$ cat config.mk
export PLATFORM = sky130hd
export DESIGN_NAME = accumulator_processor
export DESIGN_NICKNAME = d
export VERILOG_FILES = /design/src/rtl/accumulator_pkg.sv /design/src/rtl/accumulator_op_issuer.sv /design/src/rtl/accumulator_processor.sv
export SDC_FILE = /design/constraint.sdc
export NUM_CORES = 1
export LEC_CHECK = 0
export ABC_AREA = 0
export CAP_MARGIN = 10
export CORE_MARGIN = 1.5
export CORE_UTILIZATION = 45
export DETAILED_ROUTE_END_ITERATION = 12
export PLACE_DENSITY = 0.78
export SKIP_LAST_GASP = 1
export SLEW_MARGIN = 20
export SYNTH_ARGS = -nofsm -noshare
export SYNTH_HDL_FRONTEND = slang
export SYNTH_HIERARCHICAL = 1
export SYNTH_SLANG_ARGS = --single-unit
$ cat constraint.sdc
create_clock -name clk -period 2.7 [get_ports clk]
set_clock_uncertainty 0.2 [all_clocks]
set_input_delay 0.405 -clock clk [delete_from_list [all_inputs] [get_ports clk]]
set_output_delay 0.405 -clock clk [all_outputs]
set_load 0.1 [all_outputs]
$ cat src/rtl/accumulator_pkg.sv
`default_nettype none
// ============================================================================
//  Module      : accumulator_pkg
//  Description : Shared encodings for the accumulator memory bus: op codes,
//                processor one-hot states and memory-side states.
//  Revision    : 1.0
// ============================================================================
package accumulator_pkg;

    localparam int c_default_width = 32;

    typedef enum logic [1:0] {
        OP_NOP   = 2'b00,
        OP_FETCH = 2'b01,
        OP_SEND  = 2'b10
    } op_e;

    typedef enum logic [5:0] {
        ST_IDLE    = 6'b000001,
        ST_FETCH_A = 6'b000010,
        ST_FETCH_B = 6'b000100,
        ST_ADD     = 6'b001000,
        ST_SEND    = 6'b010000,
        ST_HALT    = 6'b100000
    } proc_state_e;

    typedef enum logic [1:0] {
        MEM_IDLE = 2'b00,
        MEM_WAIT = 2'b01,
        MEM_RESP = 2'b10
    } mem_state_e;

endpackage
`default_nettype wire

$ cat src/rtl/accumulator_op_issuer.sv
`default_nettype none
// ============================================================================
//  Module      : accumulator_op_issuer
//  Description : Bus handshake for one op at a time: holds op until signal,
//                enforces the idle gap and gates new issue on stall.
//  Revision    : 1.0
// ============================================================================
module accumulator_op_issuer
    import accumulator_pkg::*;
#(
    parameter int WIDTH = c_default_width
) (
    input  logic             clk,
    input  logic             reset,
    input  logic             i_req,
    input  op_e              i_req_op,
    input  logic             i_stall,
    input  logic             i_signal,
    input  logic [WIDTH-1:0] i_read,
    output op_e              o_op,
    output logic             o_ready,
    output logic             o_done,
    output logic [WIDTH-1:0] o_rdata
);

    typedef enum logic [1:0] {
        ISS_READY  = 2'b00,
        ISS_ACTIVE = 2'b01,
        ISS_GAP    = 2'b10
    } iss_state_e;

    iss_state_e r_state;
    iss_state_e w_next_state;
    op_e        r_op;
    op_e        r_pend_op;
    op_e        w_issue_op;
    logic       r_pending;
    logic       w_issue;

    always_ff @(posedge clk) begin
        if (!reset) begin
            r_state <= ISS_READY;
        end else begin
            r_state <= w_next_state;
        end
    end

    // A request that arrives while the bus is busy or in its gap is parked
    // in r_pending and issued as soon as the bus is free and stall is low.
    always_comb begin
        w_next_state = r_state;
        o_ready      = 1'b0;
        o_done       = 1'b0;
        w_issue      = 1'b0;
        w_issue_op   = i_req ? i_req_op : r_pend_op;
        case (r_state)
            ISS_READY: begin
                o_ready = !i_stall;
                if (!i_stall && (i_req || r_pending)) begin
                    w_issue      = 1'b1;
                    w_next_state = ISS_ACTIVE;
                end
            end
            ISS_ACTIVE: begin
                if (i_signal) begin
                    o_done       = 1'b1;
                    w_next_state = ISS_GAP;
                end
            end
            ISS_GAP:  w_next_state = ISS_READY;
            default:  w_next_state = ISS_READY;
        endcase
    end

    always_ff @(posedge clk) begin
        if (!reset) begin
            r_op      <= OP_NOP;
            r_pending <= 1'b0;
            r_pend_op <= OP_NOP;
        end else begin
            if (w_issue) begin
                r_op <= w_issue_op;
            end else if (o_done) begin
                r_op <= OP_NOP;
            end
            if (w_issue) begin
                r_pending <= 1'b0;
            end else if (i_req) begin
                r_pending <= 1'b1;
                r_pend_op <= i_req_op;
            end
        end
    end

    assign o_op    = r_op;
    assign o_rdata = i_read;

endmodule
`default_nettype wire

$ cat src/rtl/accumulator_processor.sv
`default_nettype none
// ============================================================================
//  Module      : accumulator_processor
//  Description : Processor side of the accumulator bus: fetch two operands,
//                add after a compute delay, send the sum, halt on a zero fetch.
//  Revision    : 1.0
// ============================================================================
module accumulator_processor
    import accumulator_pkg::*;
#(
    parameter int WIDTH      = c_default_width,
    parameter int ADD_CYCLES = 4,
    parameter int CNT_WIDTH  = 16
) (
    input  logic                 clk,
    input  logic                 reset,
    input  logic                 enable,
    input  logic                 stall,
    input  logic                 signal,
    input  logic [WIDTH-1:0]     read,
    output logic [1:0]           op,
    output logic [WIDTH-1:0]     write,
    output logic                 busy,
    output logic                 halted,
    output logic [CNT_WIDTH-1:0] add_count,
    output logic [5:0]           state
);

    localparam int                 c_dly_w    = (ADD_CYCLES > 1) ? $clog2(ADD_CYCLES) : 1;
    localparam logic [c_dly_w-1:0] c_dly_load = c_dly_w'(ADD_CYCLES - 1);

    proc_state_e          r_state;
    proc_state_e          w_next_state;
    logic [WIDTH-1:0]     r_a;
    logic [WIDTH-1:0]     r_b;
    logic [WIDTH-1:0]     r_write;
    logic [c_dly_w-1:0]   r_dly;
    logic [CNT_WIDTH-1:0] r_count;
    logic                 w_req;
    op_e                  w_req_op;
    op_e                  w_op;
    logic                 w_ready;
    logic                 w_done;
    logic [WIDTH-1:0]     w_rdata;

    accumulator_op_issuer #(
        .WIDTH (WIDTH)
    ) u_issuer (
        .clk      (clk),
        .reset    (reset),
        .i_req    (w_req),
        .i_req_op (w_req_op),
        .i_stall  (stall),
        .i_signal (signal),
        .i_read   (read),
        .o_op     (w_op),
        .o_ready  (w_ready),
        .o_done   (w_done),
        .o_rdata  (w_rdata)
    );

    always_ff @(posedge clk) begin
        if (!reset) begin
            r_state <= ST_IDLE;
        end else begin
            r_state <= w_next_state;
        end
    end

    always_comb begin
        w_next_state = r_state;
        w_req        = 1'b0;
        w_req_op     = OP_NOP;
        case (r_state)
            ST_IDLE: begin
                if (enable && w_ready) begin
                    w_next_state = ST_FETCH_A;
                    w_req        = 1'b1;
                    w_req_op     = OP_FETCH;
                end
            end
            ST_FETCH_A: begin
                if (w_done) begin
                    if (w_rdata == '0) begin
                        w_next_state = ST_HALT;
                    end else begin
                        w_next_state = ST_FETCH_B;
                        w_req        = 1'b1;
                        w_req_op     = OP_FETCH;
                    end
                end
            end
            ST_FETCH_B: begin
                if (w_done) begin
                    // A lone operand goes straight back unchanged.
                    if (w_rdata == '0) begin
                        w_next_state = ST_SEND;
                        w_req        = 1'b1;
                        w_req_op     = OP_SEND;
                    end else begin
                        w_next_state = ST_ADD;
                    end
                end
            end
            ST_ADD: begin
                if (r_dly == '0) begin
                    w_next_state = ST_SEND;
                    w_req        = 1'b1;
                    w_req_op     = OP_SEND;
                end
            end
            ST_SEND: begin
                if (w_done) begin
                    w_next_state = ST_IDLE;
                end
            end
            ST_HALT:  w_next_state = ST_HALT;
            default:  w_next_state = ST_IDLE;
        endcase
    end

    always_ff @(posedge clk) begin
        if (!reset) begin
            r_a     <= '0;
            r_b     <= '0;
            r_write <= '0;
            r_dly   <= '0;
            r_count <= '0;
        end else begin
            case (r_state)
                ST_FETCH_A: begin
                    if (w_done && (w_rdata != '0)) begin
                        r_a <= w_rdata;
                    end
                end
                ST_FETCH_B: begin
                    if (w_done) begin
                        if (w_rdata == '0) begin
                            r_write <= r_a;
                        end else begin
                            r_b   <= w_rdata;
                            r_dly <= c_dly_load;
                        end
                    end
                end
                ST_ADD: begin
                    if (r_dly == '0) begin
                        r_write <= r_a + r_b;
                    end else begin
                        r_dly <= r_dly - c_dly_w'(1);
                    end
                end
                ST_SEND: begin
                    if (w_done) begin
                        r_count <= r_count + CNT_WIDTH'(1);
                    end
                end
                default: ;
            endcase
        end
    end

    assign op        = w_op;
    assign write     = r_write;
    assign busy      = (r_state != ST_IDLE) && (r_state != ST_HALT);
    assign halted    = (r_state == ST_HALT);
    assign add_count = r_count;
    assign state     = r_state;

endmodule
`default_nettype wire

==> impl_metrics.ini <==
[global_route]
first_global_vias = 6795
grt.overflow.total = 0
grt_pass1_wl_mm = 32.7
grt_max_degree = 48
grt_usage_pct = 24.6
antenna_found_initial = 0

[route]
ant_nets = 0
drt_iter0_drc = 372
dr_total_vias = 7055
drt_pass1_iterations = 5
routed_via_density = 5.44
routed_wl_mm = 20.5
avgRoutedWirePerCell_um = 15.8
drc = 0

[synthesis]
synth_edf_count = 0
synth_seq_area_share_pct = 34.9
synth.area.top_cells = dfxtp_1 35%, nand2_1 6.2%, a21oi_1 5.7%
synth.most_common_cell = dfxtp_1
synthArstFlopShare_pct = 0
synth_top_cell_by_area = dfxtp_1
syn_area_um2 = 7280
yosys_register_bits = 127
syn-mean-instance-area_um2 = 8.23
ys_types = 73
synthTopCellsByCount = 127 x dfxtp_1, 120 x nand2_1, 87 x nor2_1
yosysWarnings = 6
synth_flop_cell = dfxtp_1
yosysTopAreaCellShare_pct = 34.9
netlist_instances = 885
syn_nets = 956

[clocking]
cts-hold-fix-buffers = 0
cts.sinks = 127
clock_latency_ns = 0.43
cts-root-buf = clkbuf_16
cts_tree = yes
cts_buffer_depth = 2
cts_buffers = 17
clk_pin_slew_worst_paths_ns = 0.06
h-tree-depth = 4

[pwr]
powerDensity_nw_per_um2 = 430
p_leak_uw = 0.00412
power.net_switching_uw = 1010
ir_worst_vdd_mv = 0.439
comb_power_share_pct = 6.8
swShare_pct = 23.2
p_clk_share_pct = 49.7
seq_power_share_pct = 43.5
p_int_uw = 3330

[placed_design]
dp_hpwl_mm = 14.9
gp_congestion = 0.932
port_buffers = 94
dp_cells = 1259

[cells_and_area]
syn2layout_area_growth_pct = 38.6
drive_gt1_share_pct = 30.5
antennaDiodeCount = 0
nets = 1139
layout.cells.non_filler = 1297
fill_cells = 1315

[die]
core.rowCount = 46
start_util_pct = 46.0
die-area_um2 = 16900
die_h_um = 130
core_um2 = 15800
io_pins = 95
die_w_um = 130

[hold_path]
hold_depth = 4
hp-start = read[31]
hold_path_end = r_a[31]
hold_path.class = input port to flip-flop

[worst_setup_path]
r2r_start = r_b[0]
rrSetupSlack_ns = 0.002
r2r_end = write[14]
cp-end-kind = flip-flop
worstPathRequired_ns = 2.80
startpoint_type = flip-flop
reg2regPathDepth = 10
crit_fanout = 4
crit_type = flip-flop to flip-flop
crit_arrival_ns = 2.80

[sta]
drv_slew = 0
grt_setup_unrepaired = true
relSlewSlack_pct = 62.0
hold_violations = 0
fin_crit_sh_pct = 99.9
finalSetupViolCount = 0
finalWorstPathRequiredPeriod_ns = 2.70
fin_hold_ws_ns = 0.217
fmaxAchievable_mhz = 371
worst_slew_pin_slew_ns = 0.566

[run_status]
status = complete, no violations

[job]
drv_cap = 0
-- routing by layer --
metal  global-route usage [%]  routed length [um]  up-vias
met1                     30.6                9250     3364
met2                     42.0               10100      157
met3                     4.67                 723       36
li1                         -                   -     3498
met4                     9.61                 438        0
met5                        0                   0        -
-- power by group through the flow --
| stage | Sequential [uW] | Clock, uW | Combinational, uW |
|---|---|---|---|
| 2_1_floorplan | 1940 | 0 | 149 |
| 3_3_place_gp | 1930 | 0 | 284 |
| 3_5_place_dp | 1930 | 0 | 287 |
| 4_1_cts | 1890 | 2180 | 288 |
| 5_1_grt | 1890 | 2270 | 313 |
| 6_report | 1890 | 2150 | 294 |
-- registers in the layout, summed over array words and instances (netlist names) --
register,flops
r_a,32
r_b,32
write,32
add_count,16
state,6
r_dly,2
u_issuer/o_op,2
u_issuer/r_pend_op,2
u_issuer/r_state,2
u_issuer/r_pending,1
-- critical path, cell delays in order (launching register included) --
cell and delay (ns):
dfxtp_2 0.33, ha_4 0.16, fa_2 0.35, a21o_1 0.23, a221oi_4 0.37, o311a_4 0.24, nor2_2 0.05, buf_4 0.15
o311a_1 0.29, a21oi_2 0.12, a21oi_1 0.08
-- layout by cell type (no fill, tap or decap), types with 17 or more instances in the layout --
cell,n
a21o_1,20
a21oi_1,78
buf_4,203
clkbuf_16,17
clkdlybuf4s50_1,35
dfxtp_1,114
ha_1,23
mux2i_1,38
nand2_1,119
nand3_1,23
nand4_1,17
nor2_1,83
o21ai_0,35
xor2_1,19
-- cell families after synthesis --
logic type	Yosys count	synth area share [%]
AOI/OAI and AO/OA	218	19.5
xor gates and xnor gates	35	4.21
adders and majority gates	34	5.95
buffers and inverters	102	7.85
DFF	127	34.9
muxes	40	5.53
and+or+nand+nor	329	22.1
-- per-stage QoR --
| step | power [uW] | instance area [um2] | setup slack (ns) | util (%) | TNS [ns] |
|---|---|---|---|---|---|
| after global placement | 2210 | 9180 | -0.377 | 58.0 | -27.53 |
| after floorplan | 2090 | 7350 | -0.162 | - | -0.162 |
| after detailed placement | 2210 | 9180 | -0.460 | 58.0 | -33.89 |
| after CTS | 4350 | 9810 | -0.0461 | 62.0 | -0.172 |
| final | 4330 | 10100 | 0.00247 | 63.7 | 0 |
| after global routing | 4470 | 10100 | -0.0869 | 63.7 | -0.851 |
-- worst max-delay path by stage --
stage             start                  end  slack [ns]
2_1_floorplan  state[2]                 busy       -0.16
3_3_place_gp    read[0]  u_issuer/r_state[0]       -0.38
3_5_place_dp    read[0]            write[12]       -0.46
4_1_cts          r_b[0]            write[14]       -0.05
5_1_grt          r_b[0]            write[28]       -0.09
6_report         r_b[0]            write[14]       0.002
-- area by class of cell --
class / count / area, um2 / area share (%)
Inverter: 14 / 52.6 / 0.521
Multi-Input combinational cell: 656 / 4510 / 44.7
Timing Repair Buffer: 252 / 2130 / 21.1
Clock buffer: 22 / 464 / 4.60
Tap cell: 216 / 270 / 2.68
Clock inverter: 10 / 88.8 / 0.881
Sequential cell: 127 / 2570 / 25.5
-- repair_timing --
item                       CTS  global route
setup endpoints to repair   19            69
cloned                       0             0
setup buffers                2             4
resized for setup           13            52
pin swaps                   21            19
Power figures use the tool's default switching activity.
